File: src/rtl/lbp_code_assembler_pkg.sv
// ============================================================================
// lbp_code_assembler_pkg : shared LBP state encoding and Q8.16 sample format
// Revision 1.0
// ============================================================================
`default_nettype none

package lbp_code_assembler_pkg;

  localparam int Q_DATA_W    = 24;
  localparam int Q_FRAC_W    = 16;
  localparam int UNIFORM_MAX = 2;

  typedef enum logic [0:0] {
    IDLE  = 1'b0,
    ACCUM = 1'b1
  } state_t;

endpackage

`default_nettype wire

File: src/rtl/lbp_uniform_check.sv
// ============================================================================
// lbp_uniform_check : flags a code with at most UNIFORM_MAX circular bit flips
// Revision 1.0
// ============================================================================
`default_nettype none

module lbp_uniform_check
  import lbp_code_assembler_pkg::*;
#(
  parameter int P = 8
) (
  input  logic [P-1:0] code,
  output logic         uniform
);

  logic [P-1:0] diff;
  logic [4:0]   flips;

  // Rotating right by one lines each bit up with its circular neighbour.
  assign diff = code ^ {code[0], code[P-1:1]};

  always_comb begin
    flips = '0;
    for (int i = 0; i < P; i++) begin
      flips = flips + 5'(diff[i]);
    end
    uniform = (flips <= 5'(UNIFORM_MAX));
  end

endmodule

`default_nettype wire

File: src/rtl/lbp_code_assembler.sv
// ============================================================================
// lbp_code_assembler : packs P thresholded neighbour samples into an LBP code
// Revision 1.0
// ============================================================================
`default_nettype none

module lbp_code_assembler
  import lbp_code_assembler_pkg::*;
#(
  parameter int P      = 8,
  parameter int DATA_W = Q_DATA_W,
  parameter int FRAC_W = Q_FRAC_W
) (
  input  logic              clk,
  input  logic              rst_n,
  input  logic              valid_i,
  input  logic              first_i,
  input  logic [DATA_W-1:0] data_i,
  input  logic [7:0]        center_i,
  output logic              ready_o,
  output logic [P-1:0]      code_o,
  output logic              uniform_o,
  output logic              code_valid_o,
  input  logic              code_ready_i,
  output logic              abort_o
);

  localparam int             CW   = (P > 2) ? $clog2(P) : 1;
  localparam logic [CW-1:0]  LAST = CW'(P - 1);

  state_t            state, state_nxt;
  logic [CW-1:0]     count, count_nxt;
  logic [7:0]        centre, centre_nxt;
  logic [P-1:0]      acc, acc_nxt;
  logic              accept;
  logic              load;
  logic              abort_nxt;
  logic              sample_bit;
  logic              uni;
  logic [7:0]        cmp_centre;
  logic [DATA_W-1:0] threshold;

  // A first sample is compared against its own centre, not the latched one.
  assign cmp_centre = (accept && first_i) ? center_i : centre;
  assign threshold  = DATA_W'(cmp_centre) << FRAC_W;
  assign sample_bit = (data_i >= threshold);

  lbp_uniform_check #(
    .P (P)
  ) u_uniform (
    .code    (acc_nxt),
    .uniform (uni)
  );

  always_ff @(posedge clk or negedge rst_n) begin
    if (!rst_n) begin
      state        <= IDLE;
      count        <= '0;
      centre       <= '0;
      acc          <= '0;
      code_o       <= '0;
      uniform_o    <= 1'b0;
      code_valid_o <= 1'b0;
      abort_o      <= 1'b0;
    end else begin
      state   <= state_nxt;
      count   <= count_nxt;
      centre  <= centre_nxt;
      acc     <= acc_nxt;
      abort_o <= abort_nxt;
      if (load) begin
        code_o       <= acc_nxt;
        uniform_o    <= uni;
        code_valid_o <= 1'b1;
      end else if (code_ready_i) begin
        code_valid_o <= 1'b0;
      end
    end
  end

  always_comb begin
    state_nxt  = state;
    count_nxt  = count;
    centre_nxt = centre;
    acc_nxt    = acc;
    load       = 1'b0;
    abort_nxt  = 1'b0;
    if (accept && first_i) begin
      abort_nxt  = (state == ACCUM);
      centre_nxt = center_i;
      acc_nxt    = '0;
      acc_nxt[0] = sample_bit;
      count_nxt  = CW'(1);
      state_nxt  = ACCUM;
    end else if (accept && state == ACCUM) begin
      acc_nxt[count] = sample_bit;
      if (count == LAST) begin
        load      = 1'b1;
        count_nxt = '0;
        state_nxt = IDLE;
      end else begin
        count_nxt = count + CW'(1);
      end
    end
  end

  // Only the final sample can stall, and only behind an undrained code.
  always_comb begin
    ready_o = !((count == LAST) && code_valid_o && !code_ready_i);
    accept  = valid_i && ready_o;
  end

endmodule

`default_nettype wire

File: config.mk
export PLATFORM = sky130hd
export DESIGN_NAME = lbp_code_assembler
export DESIGN_NICKNAME = d
export VERILOG_FILES = /design/src/rtl/lbp_code_assembler_pkg.sv /design/src/rtl/lbp_uniform_check.sv /design/src/rtl/lbp_code_assembler.sv
export SDC_FILE = /design/constraint.sdc
export NUM_CORES = 1
export LEC_CHECK = 0
export BUFFER_PORTS_ARGS = -buffer_cell sky130_fd_sc_hd__clkbuf_2
export CORE_AREA = 4 4 73 75
export DETAILED_ROUTE_END_ITERATION = 6
export DIE_AREA = 0 0 77 79
export PLACE_DENSITY = 0.71
export SETUP_SLACK_MARGIN = 0.05
export SYNTH_ARGS = -nofsm -noshare
export SYNTH_HDL_FRONTEND = slang
export SYNTH_HIERARCHICAL = 1
export SYNTH_SLANG_ARGS = --single-unit
File: constraint.sdc
create_clock -name clk -period 7 [get_ports clk]
set_input_delay 0.7 -clock clk [delete_from_list [all_inputs] [get_ports clk]]
set_output_delay 0.7 -clock clk [all_outputs]
set_load 0.02 [all_outputs]
== Yosys cells after proc, flatten, opt, wreduce, memory -nomap -nowiden ==
Index checks and enable logic that the tools add are counted.
Operators by class
  shift-type cells: 0
  order comparisons: 4
  reduce and logical (&&, ||, !) cells: 12
  add/sub/neg operators: 8
  muxes and demuxes: 18
  equality and inequality tests: 1
  multipliers: 0
  div/mod/pow operators: 0
  bitwise logic cells: 1
Operators by type and width (count)
  adder 5 x 1 -> 5 bit: 6
  >= comparator 24 bit: 1
  two-way mux 8 bit: 3
  two-way mux 1 bit: 10
  two-way mux 3 bit: 3
  bitwise mux 8 bit: 1
  XOR 8 bit: 1
  logical AND 1 bit: 6
  nonzero test 2 bit: 3
  <= comparator 5 x 2 -> 1 bit (second input constant): 1
  less-than comparator 3 x 4 -> 1 bit (second input constant): 1
  adder 3 x 1 -> 3 bit (second input constant): 1
  demux 1 bit (select 3 bit): 1
  equality test 3 bit (second input constant): 1
  >= comparator 3 x 1 -> 1 bit (second input constant): 1
  adder 1 x 1 -> 2 bit: 1
  zero test 1 bit: 2
  AND reduction 2 bit: 1
Word-level totals
  bits in registers: 31
  bits in latches: 0
  output and inout port bits: 12
  RAM bits: 0
  input bits: 37
  memories: 0
  bits in read-only memories: 0

== Longest topological paths before layout ==
  depth in word-level cells: 20
  depth in mapped cells: 25
  depth with buffers taken out: 24

== Modules after synthesis ==
Netlist, hierarchy kept.
By module, submodules not included
  lbp_code_assembler: sequential area each 775.7 um^2, cells an instance 156, times used 1, area each 1562.7 um^2
  lbp_uniform_check: sequential area each 0.0 um^2, cells an instance 25, times used 1, area each 241.5 um^2

== Least setup slack after synthesis ==
Ideal clock, no wire load.
  path type: input -> register
  start: input port code_ready_i
  end: register uniform_o
  path slack: 863 ps
  buffers on the path: 1
  stages: 21
  arrival: 6072 ps
  path through: nand3b_2 > nand3_1 > clkbuf_1 > mux2i_1 > ha_1 > a21oi_1 > a21boi_0 > a311o_2 > nor4_1 > nor3_1 > xnor2_1 > fa_1 > fa_1 > inv_1 > fa_1 > ha_1 > inv_1 > fa_1 > a211o_1 > a221oi_2 > mux2_2
On the way
  elaborated cells between the ends (all ways): 22
  classes of those cells: 7 x add/sub; 2 x order compare; 6 x mux; 1 x bitwise; 6 x reduce/logical
RTL lines
  from (decl): line lbp_code_assembler.sv:24  | input logic code_ready_i,
  zero test 1 bit (*): line lbp_code_assembler.sv:109  | ready_o = !((count == LAST) && code_valid_o && !code_ready_i);
  logical AND 1 bit (*): line lbp_code_assembler.sv:109
  zero test 1 bit (*): line lbp_code_assembler.sv:109
  logical AND 1 bit (*): line lbp_code_assembler.sv:110  | accept = valid_i && ready_o;
  logical AND 1 bit: line lbp_code_assembler.sv:44, lbp_code_assembler.sv:88
  two-way mux 8 bit
  >= comparator 24 bit: line lbp_code_assembler.sv:46  | assign sample_bit = (data_i >= threshold);
  bitwise mux 8 bit: line lbp_code_assembler.sv:96  | acc_nxt[count] = sample_bit;
  two-way mux 8 bit: line lbp_code_assembler.sv:95  | end else if (accept && state == ACCUM) begin
  two-way mux 8 bit (*): line lbp_code_assembler.sv:88  | if (accept && first_i) begin
  named net acc_nxt[3]: line lbp_code_assembler.sv:34  | logic [P-1:0] acc, acc_nxt;
  XOR 8 bit (*): line lbp_uniform_check.sv:20  | assign diff = code ^ {code[0], code[P-1:1]};
  adder 5 x 1 -> 5 bit: line lbp_uniform_check.sv:25  | flips = flips + 5'(diff[i]);
  adder 5 x 1 -> 5 bit (*) (5 in series): line lbp_uniform_check.sv:25
  <= comparator 5 x 2 -> 1 bit (*): line lbp_uniform_check.sv:27  | uniform = (flips <= 5'(UNIFORM_MAX));
  named net uni: line lbp_code_assembler.sv:39  | logic uni;
  to (signal assigned): line lbp_code_assembler.sv:73  | uniform_o <= uni;
  to (decl): line lbp_code_assembler.sv:22  | output logic uniform_o,
Mark *: on every way through the listed nets, which the timed path passes. The rest lies on a longest branch.
A chain may end at the register's enable or synchronous reset.

== Final worst setup path ==
  start: register count[0]
  end: register uniform_o
On the way
  elaborated cells between the ends (all ways): 29
  classes of those cells: 7 x add/sub; 4 x order compare; 1 x eq/ne; 9 x mux; 1 x bitwise; 7 x reduce/logical
RTL lines
  from (decl): line lbp_code_assembler.sv:32  | logic [CW-1:0] count, count_nxt;
  from (signal assigned): line lbp_code_assembler.sv:67  | count <= count_nxt;
  equality test 3 bit: line lbp_code_assembler.sv:109
  logical AND 1 bit (2 in series): line lbp_code_assembler.sv:109
  zero test 1 bit: line lbp_code_assembler.sv:109
  logical AND 1 bit: line lbp_code_assembler.sv:110
  logical AND 1 bit: line lbp_code_assembler.sv:44, lbp_code_assembler.sv:88
  two-way mux 8 bit
  >= comparator 24 bit: line lbp_code_assembler.sv:46
  bitwise mux 8 bit: line lbp_code_assembler.sv:96
  two-way mux 8 bit: line lbp_code_assembler.sv:95
  two-way mux 8 bit (*): line lbp_code_assembler.sv:88
  named net acc_nxt[3]: line lbp_code_assembler.sv:34
  XOR 8 bit (*): line lbp_uniform_check.sv:20
  adder 5 x 1 -> 5 bit: line lbp_uniform_check.sv:25
  adder 5 x 1 -> 5 bit (*) (5 in series): line lbp_uniform_check.sv:25
  <= comparator 5 x 2 -> 1 bit (*): line lbp_uniform_check.sv:27
  named net uni: line lbp_code_assembler.sv:39
Marks and branches as above.

==> flow_summary_export.csv <==
group,metric,value,unit
die,die_height,79,microns
worst_hold_path,min_path_type,"reg -> reg",
pwr,vdd_drop_max,0.000176,V
worst_setup_path,rr_worst_depth,24,
layout,drive_gt1_frac,0.283,
global_route,grt_overflow,0,
cts,clk_pin_slew,0.06,ns
timing,relSlewSlack,0.482,
layout,fin_area,2210,sq um
drt,firstDrtPassIters,4,
logic_synthesis,syn_area_per_cell,9.97,sq um
layout,finalNonFillerCells,287,
global_route,antenna_found_initial,0,
global_route,grt_pass1_wl,6910,microns
worst_setup_path,crit_fanout,13,
logic_synthesis,synth_top_cell_by_area,"dfrtp_1",
cts,htree_levels,2,
layout,diodes,0,
layout,num-fill-cells,472,
placed_design,dp_cells,279,
drt,drc,0,
logic_synthesis,synth_area_leaders,"dfrtp_1 (43%), ha_1 (9.0%), nand2_1 (4.8%)",
cts,post_cts_buffers,0,
die,design.die.area,6080,sq um
global_route,grt_usage,0.143,
outcome,status,"finished clean",
placed_design,post-dp-hpwl,3080,microns
layout,layout_common_cells,"clkbuf_2 (48), dfrtp_1 (31), nand2_1 (23), inv_1 (16), ha_1 (13)",
timing,finalClockSkew,0.00286,ns
cts,cts_tree,"built",
logic_synthesis,ys_seq_area_frac,0.430,
placed_design,dp_slack,0.387,ns
worst_setup_path,critPathKind,"reg -> reg",
timing,max_freq,0.154,GHz
timing,setup_ws,0.489,ns
logic_synthesis,synth-async-reset-ratio,1.00,
die,die_w,77,microns
drt,drtIter0Drc,88,
timing,rsz0062_at_grt,"no",
timing,post-route-period-util,0.930,
pwr,cellLeakagePower,1.14,nW
placed_design,dpl_cell_area,2100,sq um
layout,multi_input_area,966,sq um
cts,cts_hold_buf,0,
cts,clockBufferDepth,2,
worst_setup_path,crit_path_end_kind,"flop",
worst_setup_path,cp_data_arrival_time,6.73,ns
layout,seqCellArea,776,sq um
timing,period_needed,6.51,ns
worst_hold_path,min_path_cells,2,
die,initial_core_util,0.387,
logic_synthesis,synth_cell_types,37,
global_route,grt_pass1_vias,1493,
worst_setup_path,worstSetupStartpointType,"flop",
placed_design,place_congestion,0.804,
drt,ant_nets,0,
global_route,grt_max_degree,32,
timing,tns,0,ns
die,pin_count,49,
timing,hold_violations,0,
pwr,p_per_area,371,nW/um^2
flow_run,maxCapViolations,0,
drt,wl,3930,microns
worst_setup_path,crit_required,7.22,ns
layout,area_growth_syn_to_layout,22.5,%
pwr,p_total,0.819,mW
cts,cts.sinks,31,
die,core,4660,sq um
cts,worst_skew_pair.late_latency,0.28,ns
drt,wl_per_cell,13.7,microns
timing,holdWs,0.475,ns
timing,setup_viol_count_final,0,
timing,tightestPinTransition,0.776,ns
logic_synthesis,synthFlopType,"dfrtp_1",
cts,post_cts_resized,0,
layout,final_common_cell,"clkbuf_2",
drt,via_per_inst,5.27,
logic_synthesis,synth_seq_cells,31,
layout,post-route-util,0.474,
drt,route.vias.total,1512,
logic_synthesis,syn_area,1800,sq um
die,rows,25,
layout,fin_nets,286,
logic_synthesis,synth_top_area_frac,0.430,
logic_synthesis,yosysWarningCount,6,
logic_synthesis,syn_inst,181,
logic_synthesis,synth_nets,235,
logic_synthesis,synth_edf_count,0,
cts,root_buffer,"clkbuf_8",
cts,cts_inserted_buffers,5,
timing,slew_violations,0,
placed_design,io_buffer_count,48,
## kinds of logic (layout without fill, tap and decap cells)
group                      Yosys count  after routing  share of synthesized area
AOI/OAI and AO/OA                   18             18                     0.0763
and+or+nand+nor                     79             79                      0.232
DFF                                 31             31                      0.430
adders and majority gates           17             17                      0.135
buffers and inverters               20             72                     0.0423
xor gates and xnor gates             8              8                     0.0388
muxes                                8              8                     0.0458
## Yosys cell counts (2+ instances only)
master	count
clkbuf_1	3
xor2_1	3
dfrtp_1	31
ha_1	13
or3_1	4
a21oi_1	4
nor3_1	11
xnor2_1	5
nand4_1	3
nor4_1	5
mux2_2	2
o31ai_1	7
nand3b_1	4
and3_1	2
mux2i_1	6
fa_1	4
inv_1	16
nand2_1	23
nand2b_1	2
nand3_1	4
nor2_1	10
nor2b_1	4
## where the power goes
| group | total [mW] | switching, mW | internal (mW) |
|---|---|---|---|
| clock | 0.155 | 0.0651 | 0.0896 |
| combinational | 0.427 | 0.235 | 0.192 |
| sequential | 0.238 | 0.0216 | 0.216 |
| total | 0.819 | 0.321 | 0.498 |
## worst paths after layout
path                            from         to  slack, ns
max in group asynchronous      rst_n  code_o[3]       6.02
min in group asynchronous      rst_n      state       0.49
hold / removal             centre[5]  centre[5]       0.48
setup reg to reg            count[0]  uniform_o       0.49
hold reg to reg            centre[5]  centre[5]       0.48
setup / recovery            count[0]  uniform_o       0.49
## flip-flops by register name, indices dropped and copies added, names as in the netlist
register / flops
code_valid_o: 1
state: 1
abort_o: 1
code_o: 8
uniform_o: 1
centre: 8
acc: 8
count: 3
## cell type report
type                    count  share of cell area
clock buffers               8              0.0453
flip-flops and latches     31               0.351
inverters                  16              0.0272
well taps                  54              0.0306
multi-input cells         130               0.437
repair buffers             48               0.109
## routing by layer
layer / vias to the layer above / GRT usage / share of wire
met4: 0 / 0.0641 / 0.018
met2: 41 / 0.227 / 0.48
met3: 10 / 0.0510 / 0.057
li1: 735 / - / -
met5: - / 0 / 0
met1: 726 / 0.176 / 0.45
## critical path: stages, from the launching register on
cell and delay [ns]:
dfrtp_1 0.45, ha_1 0.23, ha_1 0.23, nand3b_2 0.17, and3_1 0.49, nand2_1 0.10
nand2_1 0.08, inv_1 0.04, ha_1 0.28, nand4_1 0.16, nor4_2 0.30, a311o_2 0.31
nor4_1 0.11, nor3_1 0.45, xnor2_1 0.21, fa_1 0.47, fa_1 0.54, inv_1 0.05
fa_1 0.53, ha_1 0.17, inv_1 0.05, fa_1 0.38, a211o_1 0.25, a221oi_2 0.20
mux2_2 0.17
Power figures use the tool's default switching activity.
